### config.mk
export PLATFORM = sky130hd
export DESIGN_NAME = posit_encoder_8
export DESIGN_NICKNAME = d
export VERILOG_FILES = /design/src/rtl/posit_encoder_8.sv
export SDC_FILE = /design/constraint.sdc
export NUM_CORES = 1
export LEC_CHECK = 0
export CORE_MARGIN = 2
export CORE_UTILIZATION = 45
export DETAILED_ROUTE_END_ITERATION = 7
export HOLD_SLACK_MARGIN = 0.15
export PLACE_DENSITY_LB_ADDON = 0.05
export SYNTH_ARGS = -nofsm -noshare
export SYNTH_HDL_FRONTEND = slang
export SYNTH_SLANG_ARGS = --single-unit
### constraint.sdc
create_clock -name aclk -period 1.2 [get_ports aclk]
set_clock_uncertainty 0.1 [all_clocks]
set_input_delay 0.18 -clock aclk [delete_from_list [all_inputs] [get_ports aclk]]
set_output_delay 0.18 -clock aclk [all_outputs]
set_load 0.02 [all_outputs]
### src/rtl/posit_encoder_8.sv
// posit_encoder_8: pipelined posit packer.
//
// Takes an unpacked posit value (sign, signed scale, fraction, NaR/zero flags)
// and produces the packed N-bit posit word. Truncating rounding throughout.
// Three register stages: saturate/split, build magnitude, apply sign/specials.
//
// Ports:
//   aclk     rising-edge clock
//   reset    asynchronous active-high reset; clears every pipeline register
//   start    input sample valid (one per cycle, no back-pressure)
//   sign     1 = negative value
//   scale    signed scale s, value = (1.frac) * 2^s
//   frac     fraction bits, hidden one excluded, MSB weighs 1/2
//   in_inf   input is NaR
//   in_zero  input is zero
//   result   packed posit word
//   inf      result is NaR
//   zero     result is zero
//   done     result/inf/zero valid this cycle (start delayed by 3 stages)
module posit_encoder_8 #(
  parameter int N  = 8,
  parameter int es = 4,
  parameter int Bs = $clog2(N),
  parameter int SW = es + Bs + 2,
  parameter int FW = N
) (
  input  logic                 aclk,
  input  logic                 reset,
  input  logic                 start,
  input  logic                 sign,
  input  logic signed [SW-1:0] scale,
  input  logic [FW-1:0]        frac,
  input  logic                 in_inf,
  input  logic                 in_zero,
  output logic [N-1:0]         result,
  output logic                 inf,
  output logic                 zero,
  output logic                 done
);

  localparam int KW  = SW - es;
  localparam int PAD = 2*N - 2 - es - FW;
  localparam logic signed [SW-1:0] MAX_S = SW'((N-2) * (1 << es));
  localparam logic signed [SW-1:0] MIN_S = -MAX_S;

  // Clamp scale to +/-maxscale; a clamped value loses its fraction so it
  // lands exactly on maxpos/minpos.
  function automatic logic [SW+FW-1:0] saturate(input logic signed [SW-1:0] s,
                                                input logic [FW-1:0]        f);
    if (s > MAX_S)
      return {MAX_S, {FW{1'b0}}};
    else if (s < MIN_S)
      return {MIN_S, {FW{1'b0}}};
    else
      return {s, f};
  endfunction

  // Build the N-bit magnitude word (sign bit 0) from regime k, exponent e and
  // fraction f. A 2N-bit word holds "10"/"01" + e + f left-aligned; shifting it
  // right grows the regime run: arithmetic shift replicates ones for k>=0,
  // logical shift inserts zeros for k<0 (~k == -k-1 extra zeros). The top N-1
  // bits become the magnitude; everything below is truncated.
  function automatic logic [N-1:0] pack_mag(input logic signed [KW-1:0] k,
                                            input logic [es-1:0]        e,
                                            input logic [FW-1:0]        f);
    logic signed [2*N-1:0] sbase;
    logic [2*N-1:0]        ubase;
    logic [2*N-1:0]        word;
    sbase = {2'b10, e, f, {PAD{1'b0}}};
    ubase = {2'b01, e, f, {PAD{1'b0}}};
    if (k[KW-1] == 1'b0)
      word = sbase >>> Bs'(k);
    else
      word = ubase >> Bs'(~k);
    return N'(word >> (N+1));
  endfunction

  logic [SW+FW-1:0]        sat_w;
  logic signed [SW-1:0]    sat_scale;
  logic [FW-1:0]           sat_frac;

  logic                    vld_p0, sign_p0, inf_p0, zero_p0;
  logic signed [KW-1:0]    k_p0;
  logic [es-1:0]           e_p0;
  logic [FW-1:0]           frac_p0;

  logic                    vld_p1, sign_p1, inf_p1, zero_p1;
  logic [N-1:0]            mag_p1;

  logic                    vld_p2, inf_p2, zero_p2;
  logic [N-1:0]            res_p2;

  always_comb begin
    sat_w     = saturate(scale, frac);
    sat_scale = sat_w[SW+FW-1:FW];
    sat_frac  = sat_w[FW-1:0];
  end

  always_ff @(posedge aclk or posedge reset) begin
    if (reset) begin
      vld_p0  <= 1'b0;
      sign_p0 <= 1'b0;
      inf_p0  <= 1'b0;
      zero_p0 <= 1'b0;
      k_p0    <= '0;
      e_p0    <= '0;
      frac_p0 <= '0;
      vld_p1  <= 1'b0;
      sign_p1 <= 1'b0;
      inf_p1  <= 1'b0;
      zero_p1 <= 1'b0;
      mag_p1  <= '0;
      vld_p2  <= 1'b0;
      inf_p2  <= 1'b0;
      zero_p2 <= 1'b0;
      res_p2  <= '0;
    end else begin
      // Stage p0: saturate scale, split into regime k and exponent e
      vld_p0  <= start;
      sign_p0 <= sign;
      inf_p0  <= in_inf;
      zero_p0 <= in_zero;
      k_p0    <= KW'(sat_scale >>> es);
      e_p0    <= sat_scale[es-1:0];
      frac_p0 <= sat_frac;

      // Stage p1: regime + exponent + fraction packed into the magnitude
      vld_p1  <= vld_p0;
      sign_p1 <= sign_p0;
      inf_p1  <= inf_p0;
      zero_p1 <= zero_p0;
      mag_p1  <= pack_mag(k_p0, e_p0, frac_p0);

      // Stage p2: two's complement for negatives, NaR over zero over normal
      vld_p2 <= vld_p1;
      if (inf_p1) begin
        res_p2  <= {1'b1, {(N-1){1'b0}}};
        inf_p2  <= 1'b1;
        zero_p2 <= 1'b0;
      end else if (zero_p1) begin
        res_p2  <= '0;
        inf_p2  <= 1'b0;
        zero_p2 <= 1'b1;
      end else begin
        res_p2  <= sign_p1 ? (~mag_p1 + 1'b1) : mag_p1;
        inf_p2  <= 1'b0;
        zero_p2 <= 1'b0;
      end
    end
  end

  assign result = res_p2;
  assign inf    = inf_p2;
  assign zero   = zero_p2;
  assign done   = vld_p2;

endmodule

# ---- Yosys cells after proc, flatten, opt, wreduce, memory -nomap -nowiden
# Cells that the tools add are included.
dict set report classes {
  n_bitwise 2
  order_cmp 2
  add_sub_neg 1
  shifts 2
  mux 9
}
# cell count
set op_table {}
lappend op_table {{17-bit 2-to-1 mux} 2}
lappend op_table {{8-bit 2-to-1 mux} 3}
lappend op_table {{16-bit 2-to-1 mux} 1}
lappend op_table {{15-bit by 3-bit right shift with 16-bit output} 1}
lappend op_table {{16-bit by 3-bit >>> shifter with 16-bit output} 1}
lappend op_table {{9-bit by 8-bit > comparator with 1-bit output, second input constant} 1}
lappend op_table {{9-bit by 8-bit less-than comparator with 1-bit output, second input constant} 1}
lappend op_table {{8-bit by 1-bit adder with 8-bit output, second input constant} 1}
lappend op_table {{7-bit NOT with 8-bit output} 1}
lappend op_table {{1-bit 2-to-1 mux} 3}
lappend op_table {{3-bit NOT} 1}
dict set report word_totals {
  elab_cells 32
  inputBits 23
  ff_bits 43
}

# ---- Longest topological paths before layout
dict set report logic_depth {
  depth_word 5
  mapped_depth 6
  mapped_depth_nobuf 6
}

# ---- Least setup slack after synthesis
# OpenSTA, ideal clock, no wires.
dict set report synth_timing {
  path_type {reg-to-reg}
  startpoint {reg mag_p1[2]}
  endpoint {reg res_p2[5], in the netlist result[5]}
  required_ps 973
  path_buffers 0
  setup_slack_ps -175
  t_arrival_ps 1149
  path_stages_with_launch 5
  path_cell_list {dfrtp_1 -> or3_4 -> o31ai_4 -> xor2_1 -> nor2_1}
}
dict set report synth_via {
  elab_chain_cells 5
}
# item line
set synth_rtl {}
lappend synth_rtl {{start, declared} 88} ;# logic [N-1:0] mag_p1;
lappend synth_rtl {{start signal, assigned} 132} ;# mag_p1 <= pack_mag(k_p0, e_p0, frac_p0);
lappend synth_rtl {{7-bit NOT with 8-bit output} 145} ;# res_p2 <= sign_p1 ? (~mag_p1 + 1'b1) : mag_p1;
lappend synth_rtl {{8-bit by 1-bit adder with 8-bit output} 145}
lappend synth_rtl {{8-bit 2-to-1 mux} 145}
lappend synth_rtl {{8-bit 2-to-1 mux} 140} ;# end else if (zero_p1) begin
lappend synth_rtl {{8-bit 2-to-1 mux} 136} ;# if (inf_p1) begin
lappend synth_rtl {{end signal, assigned} 137} ;# res_p2 <= {1'b1, {(N-1){1'b0}}};
lappend synth_rtl {{end signal, assigned} 145}
lappend synth_rtl {{end, declared} 91} ;# logic [N-1:0] res_p2;
# Every way passes these cells.

# ---- Worst setup path in the final report
dict set report layout_timing {
  startpoint {reg k_p0[1]}
  endpoint {reg mag_p1[2]}
}
dict set report layout_via {
  elab_chain_cells 3
  word_cells_on_any_way 4
}
# item line
set layout_rtl {}
lappend layout_rtl {{start, declared} 83} ;# logic signed [KW-1:0] k_p0;
lappend layout_rtl {{start signal, assigned} 123} ;# k_p0 <= KW'(sat_scale >>> es);
lappend layout_rtl {{3-bit NOT} 74} ;# word = ubase >> Bs'(~k);
lappend layout_rtl {{15-bit by 3-bit right shift with 16-bit output} 74}
lappend layout_rtl {{16-bit 2-to-1 mux (*)} 71} ;# if (k[KW-1] == 1'b0)
# Every way passes the cells marked *; elsewhere a longest branch is shown, timed or not.

==> results.md <==
Routing:
- The detail route stage leaves a number of antenna-violating nets equal to 0.
- The routed wirelength normalized by instance count is 13.4 um.
- Across all layers, the routed design uses 1378 vias.
- The first routing iteration left 41 violations.
- Dividing the detail-routed via count by the number of cells gives 5.18.
- The remaining routing DRC violations is 0.
- The final wirelength is 3560 um.
- The iteration count of the initial detailed-routing pass is 4.

Timing:
- Setup violations remaining at the end of the flow were counted as 11.
- The worst-case headroom to the max-slew limit is 0.750.
- The final-report hold violation count is 0.
- At the pin with the least slew margin, the transition time is 375 ps.
- The routed design could run at a clock period as short as 1420 ps.
- The aggregate negative setup slack is -1520 ps.
- Setup repair after global routing could not meet its margin everywhere.
- Of the available clock period, the critical path in the final layout requires 1.19.
- The final max-slew violation count was 0.
- Static timing analysis puts the maximum clock frequency at 703 MHz.
- In the post-route analysis, the smallest setup slack over all paths is -223 ps.

Layout:
- The share of layout cells above drive strength 1 is 0.450.
- The count of inserted antenna diode cells is 0.
- The layout overhead on the synthesized area is 58.2%.
- The number of nets in the layout is 244.
- The final cell area excluding filler cells is 2460 sq um.
- The number of filler instances in the final layout is 237.

Synth:
- For this run, the number of Yosys warnings is 0.
- The synthesized flop and latch total is 35.
- The fraction of registers with async set or reset after synthesis is 1.00.
- The synthesized netlist net count is 172.
- The gate count of the mapped netlist is 147.
- The number of flops mapped to enable cells by yosys is 0.
- The netlist uses 41 different library cells.
- The sequential share of the synthesized area is 0.562.
- In this run the mean area of a mapped cell was 10.6 sq um.
- The netlist area before placement is 1560 sq um.
- The most frequently used flop master after synthesis is sky130_fd_sc_hd__dfrtp_1.

GRT:
- Entering global routing, the biggest net connects 25 pins.
- The total overflow left after global routing is 0.
- The number of global-route vias before repair is 1372.
- The total global routing track utilization is 0.190.
- The first global-routing pass estimated 5820 um of wire.
- The number of antenna violations at the first check in global routing is 0.

Setup path:
- The worst endpoint data arrival time is 1530 ps.
- The kind of critical path is reg -> reg.
- The slowest stage of the critical path belongs to the cell sky130_fd_sc_hd__dfrtp_2.
- The worst setup path is launched from a flip-flop.
- The worst flop-to-flop path startpoint is k_p0[1].
- The worst stage delay on the critical path is 460 ps.
- In this run the critical register-to-register path is captured at mag_p1[2].
- Counting cells, the worst reg-to-reg path comes to 4.
- At the worst endpoint, the required time is 1310 ps.
- STA classifies the critical path endpoint as a flip-flop.
- The biggest fanout along the worst timing path is 5.
- The reg2reg setup slack is -220 ps.
- The signal on the critical path passes through buf_6 > mux2_4 > a221oi_2 > o21ai_1.

Place:
- The half-perimeter wire length of the detailed placement result is 2370 um.
- The worst-case setup slack after placement is -586 ps.
- The number of input and output port buffers inserted is 26.
- Once placement finished, the instance area stood at 2090 sq um.
- The final RePlAce weighted congestion is 0.802.

Clock network:
- In this run the number of H-tree levels came out at 2.
- Clock tree synthesis found a total of 35 sinks.
- Clock latency on the worst-skew pair, taken at its later pin, is 330 ps.
- The cell sitting at the root of the clock tree is a sky130_fd_sc_hd__clkbuf_4.
- TritonCTS built the clock tree.
- The number of clock buffers inserted by TritonCTS is 5.
- After clock tree synthesis, the clock-pin slew on the worst setup and hold paths is 100 ps.
- The number of buffers between clock root and the deepest sink is 2.

Die:
- The core region is 3340 sq um.
- The floorplan row count is 21.
- The starting density of the core is 0.467.
- The die covers 3950 sq um.
- The floorplan step set the die height to 62.8 um.
- The I/O pin count is 34.
- The die width is 62.8 um.

Power:
- Dividing total power by cell area gives a power density of 1230 nW/um^2.
- The highest ir drop seen on vdd is 0.641 mV.
- In this run the static leakage power is 1.14 nW.

Job:
- Max-cap violations in this run came to 0.

Run status:
- The checks that failed: setup timing.
- The flow ran to the end, but the final reports show violations.

Min path:
- The startpoint of the worst hold path is scale[1].
- The worst hold path endpoint is e_p0[1].
- Along the worst hold path, the cell count comes to 2.
- The path class of the tightest hold or removal check is in -> reg.
## critical path: cells and delay by family (launching register included)
| family | cells | cell delay, ps |
|---|---|---|
| multiplexers | 1 | 290 |
| flip-flops | 1 | 460 |
| AO/OA/AOI/OAI | 2 | 310 |
| buffers and inverters | 1 | 140 |
## cell type report
type,count,area [sq um],share of cell area
Multi-Input combinational cell,94,749,0.304
Sequential cell,35,880,0.357
Inverter,11,51.3,0.0208
Timing Repair Buffer,72,646,0.262
Clock inverter,3,43.8,0.0178
Clock buffer,5,37.5,0.0152
Tap cell,46,57.6,0.0234
## routing by layer
layer | vias to the layer above | global-route usage | part of all wire
met5 | - | 0 | 0
met4 | 0 | 0.0694 | 0.015
met3 | 8 | 0.0703 | 0.051
met2 | 49 | 0.367 | 0.56
met1 | 675 | 0.179 | 0.37
li1 | 646 | - | -
## stage by stage
stage                     hold WS, ps  std cells  utilization  power (mW)
after global placement            233        242        0.625        2.00
after detailed placement          236        242        0.625        2.02
final                             169        266        0.739        3.04
after CTS                         160        258        0.679        2.93
after floorplan                   111        147            -        1.72
after global routing              161        266        0.739        3.23
## logic make-up (layout without fill, tap and decap cells)
group | Yosys count | count (layout) | share of synthesized area
AOI/OAI and AO/OA | 37 | 37 | 0.161
buffers and inverters | 18 | 91 | 0.0538
xor gates and xnor gates | 5 | 5 | 0.0281
adders and majority gates | 2 | 2 | 0.0161
DFF | 35 | 35 | 0.562
and+or+nand+nor | 47 | 47 | 0.158
muxes | 3 | 3 | 0.0201
## timing repair
item | CTS | global route
setup endpoints to repair | 32 | 22
pin swaps | 12 | 18
hold buffers | 1 | 4
cloned | 1 | 0
buffers inserted | 6 | 4
resized for setup | 80 | 43
endpoints found under the hold margin | 35 | 4
## report_power, final
group	switching, mW	leakage (nW)	internal (mW)	total (mW)
combinational	0.389	0.668	0.458	0.847
sequential	0.0821	0.426	1.28	1.36
clock	0.393	0.0452	0.438	0.831
total	0.864	1.14	2.18	3.04
## state kept, by name, indices dropped and copies added (netlist names)
signal / cells
done: 1
e_p0: 4
frac_p0: 1
inf: 1
inf_p0: 1
inf_p1: 1
k_p0: 4
mag_p1: 7
result: 8
sign_p0: 1
sign_p1: 1
vld_p0: 1
vld_p1: 1
zero: 1
zero_p0: 1
zero_p1: 1
## worst max path at each step
stage          startpoint  slack (ps)  cells after the start    endpoint
2_1_floorplan   mag_p1[0]        -150                      4   result[5]
3_3_place_gp     scale[8]        -480                      6  frac_p0[7]
3_5_place_dp     scale[7]        -590                      6  frac_p0[7]
4_1_cts           k_p0[0]        -210                      4   mag_p1[0]
5_1_grt           k_p0[0]        -310                      4   mag_p1[0]
6_report          k_p0[1]        -220                      4   mag_p1[2]
## placed cells by master, fill, tap and decap left out, types with 2 or more instances in the layout
| master | n |
|---|---|
| sky130_fd_sc_hd__o21ai_2 | 5 |
| sky130_fd_sc_hd__nor2b_2 | 2 |
| sky130_fd_sc_hd__a21oi_2 | 3 |
| sky130_fd_sc_hd__dfrtp_2 | 3 |
| sky130_fd_sc_hd__dlygate4sd2_1 | 6 |
| sky130_fd_sc_hd__buf_6 | 16 |
| sky130_fd_sc_hd__nand2_1 | 2 |
| sky130_fd_sc_hd__buf_4 | 29 |
| sky130_fd_sc_hd__nand2b_1 | 2 |
| sky130_fd_sc_hd__dlygate4sd3_1 | 5 |
| sky130_fd_sc_hd__xor2_1 | 4 |
| sky130_fd_sc_hd__buf_2 | 6 |
| sky130_fd_sc_hd__clkdlybuf4s50_1 | 6 |
| sky130_fd_sc_hd__inv_1 | 8 |
| sky130_fd_sc_hd__nor2b_1 | 2 |
| sky130_fd_sc_hd__or3_4 | 2 |
| sky130_fd_sc_hd__mux2i_1 | 2 |
| sky130_fd_sc_hd__nor2_1 | 16 |
| sky130_fd_sc_hd__nor2_4 | 2 |
| sky130_fd_sc_hd__dlymetal6s2s_1 | 2 |
| sky130_fd_sc_hd__clkbuf_4 | 5 |
| sky130_fd_sc_hd__dfrtp_1 | 32 |
| sky130_fd_sc_hd__o22ai_1 | 2 |
| sky130_fd_sc_hd__inv_4 | 2 |
| sky130_fd_sc_hd__and2_1 | 6 |
| sky130_fd_sc_hd__nand2_2 | 2 |
| sky130_fd_sc_hd__a21oi_1 | 6 |
| sky130_fd_sc_hd__nand2b_4 | 2 |
| sky130_fd_sc_hd__o21ai_1 | 6 |
## synthesized netlist by cell type, types with 3 or more instances
| library cell | instances | area, sq um |
|---|---|---|
| sky130_fd_sc_hd__a21oi_1 | 9 | 45.0 |
| sky130_fd_sc_hd__and2_1 | 6 | 37.5 |
| sky130_fd_sc_hd__buf_2 | 4 | 20.0 |
| sky130_fd_sc_hd__dfrtp_1 | 35 | 876 |
| sky130_fd_sc_hd__inv_1 | 10 | 37.5 |
| sky130_fd_sc_hd__nand2_1 | 4 | 15.0 |
| sky130_fd_sc_hd__nand2b_1 | 4 | 25.0 |
| sky130_fd_sc_hd__nor2_1 | 19 | 71.3 |
| sky130_fd_sc_hd__nor2b_1 | 4 | 25.0 |
| sky130_fd_sc_hd__o21ai_0 | 9 | 45.0 |
| sky130_fd_sc_hd__o21ai_1 | 3 | 15.0 |
| sky130_fd_sc_hd__xor2_1 | 4 | 35.0 |
Power figures use the tool's default switching activity.
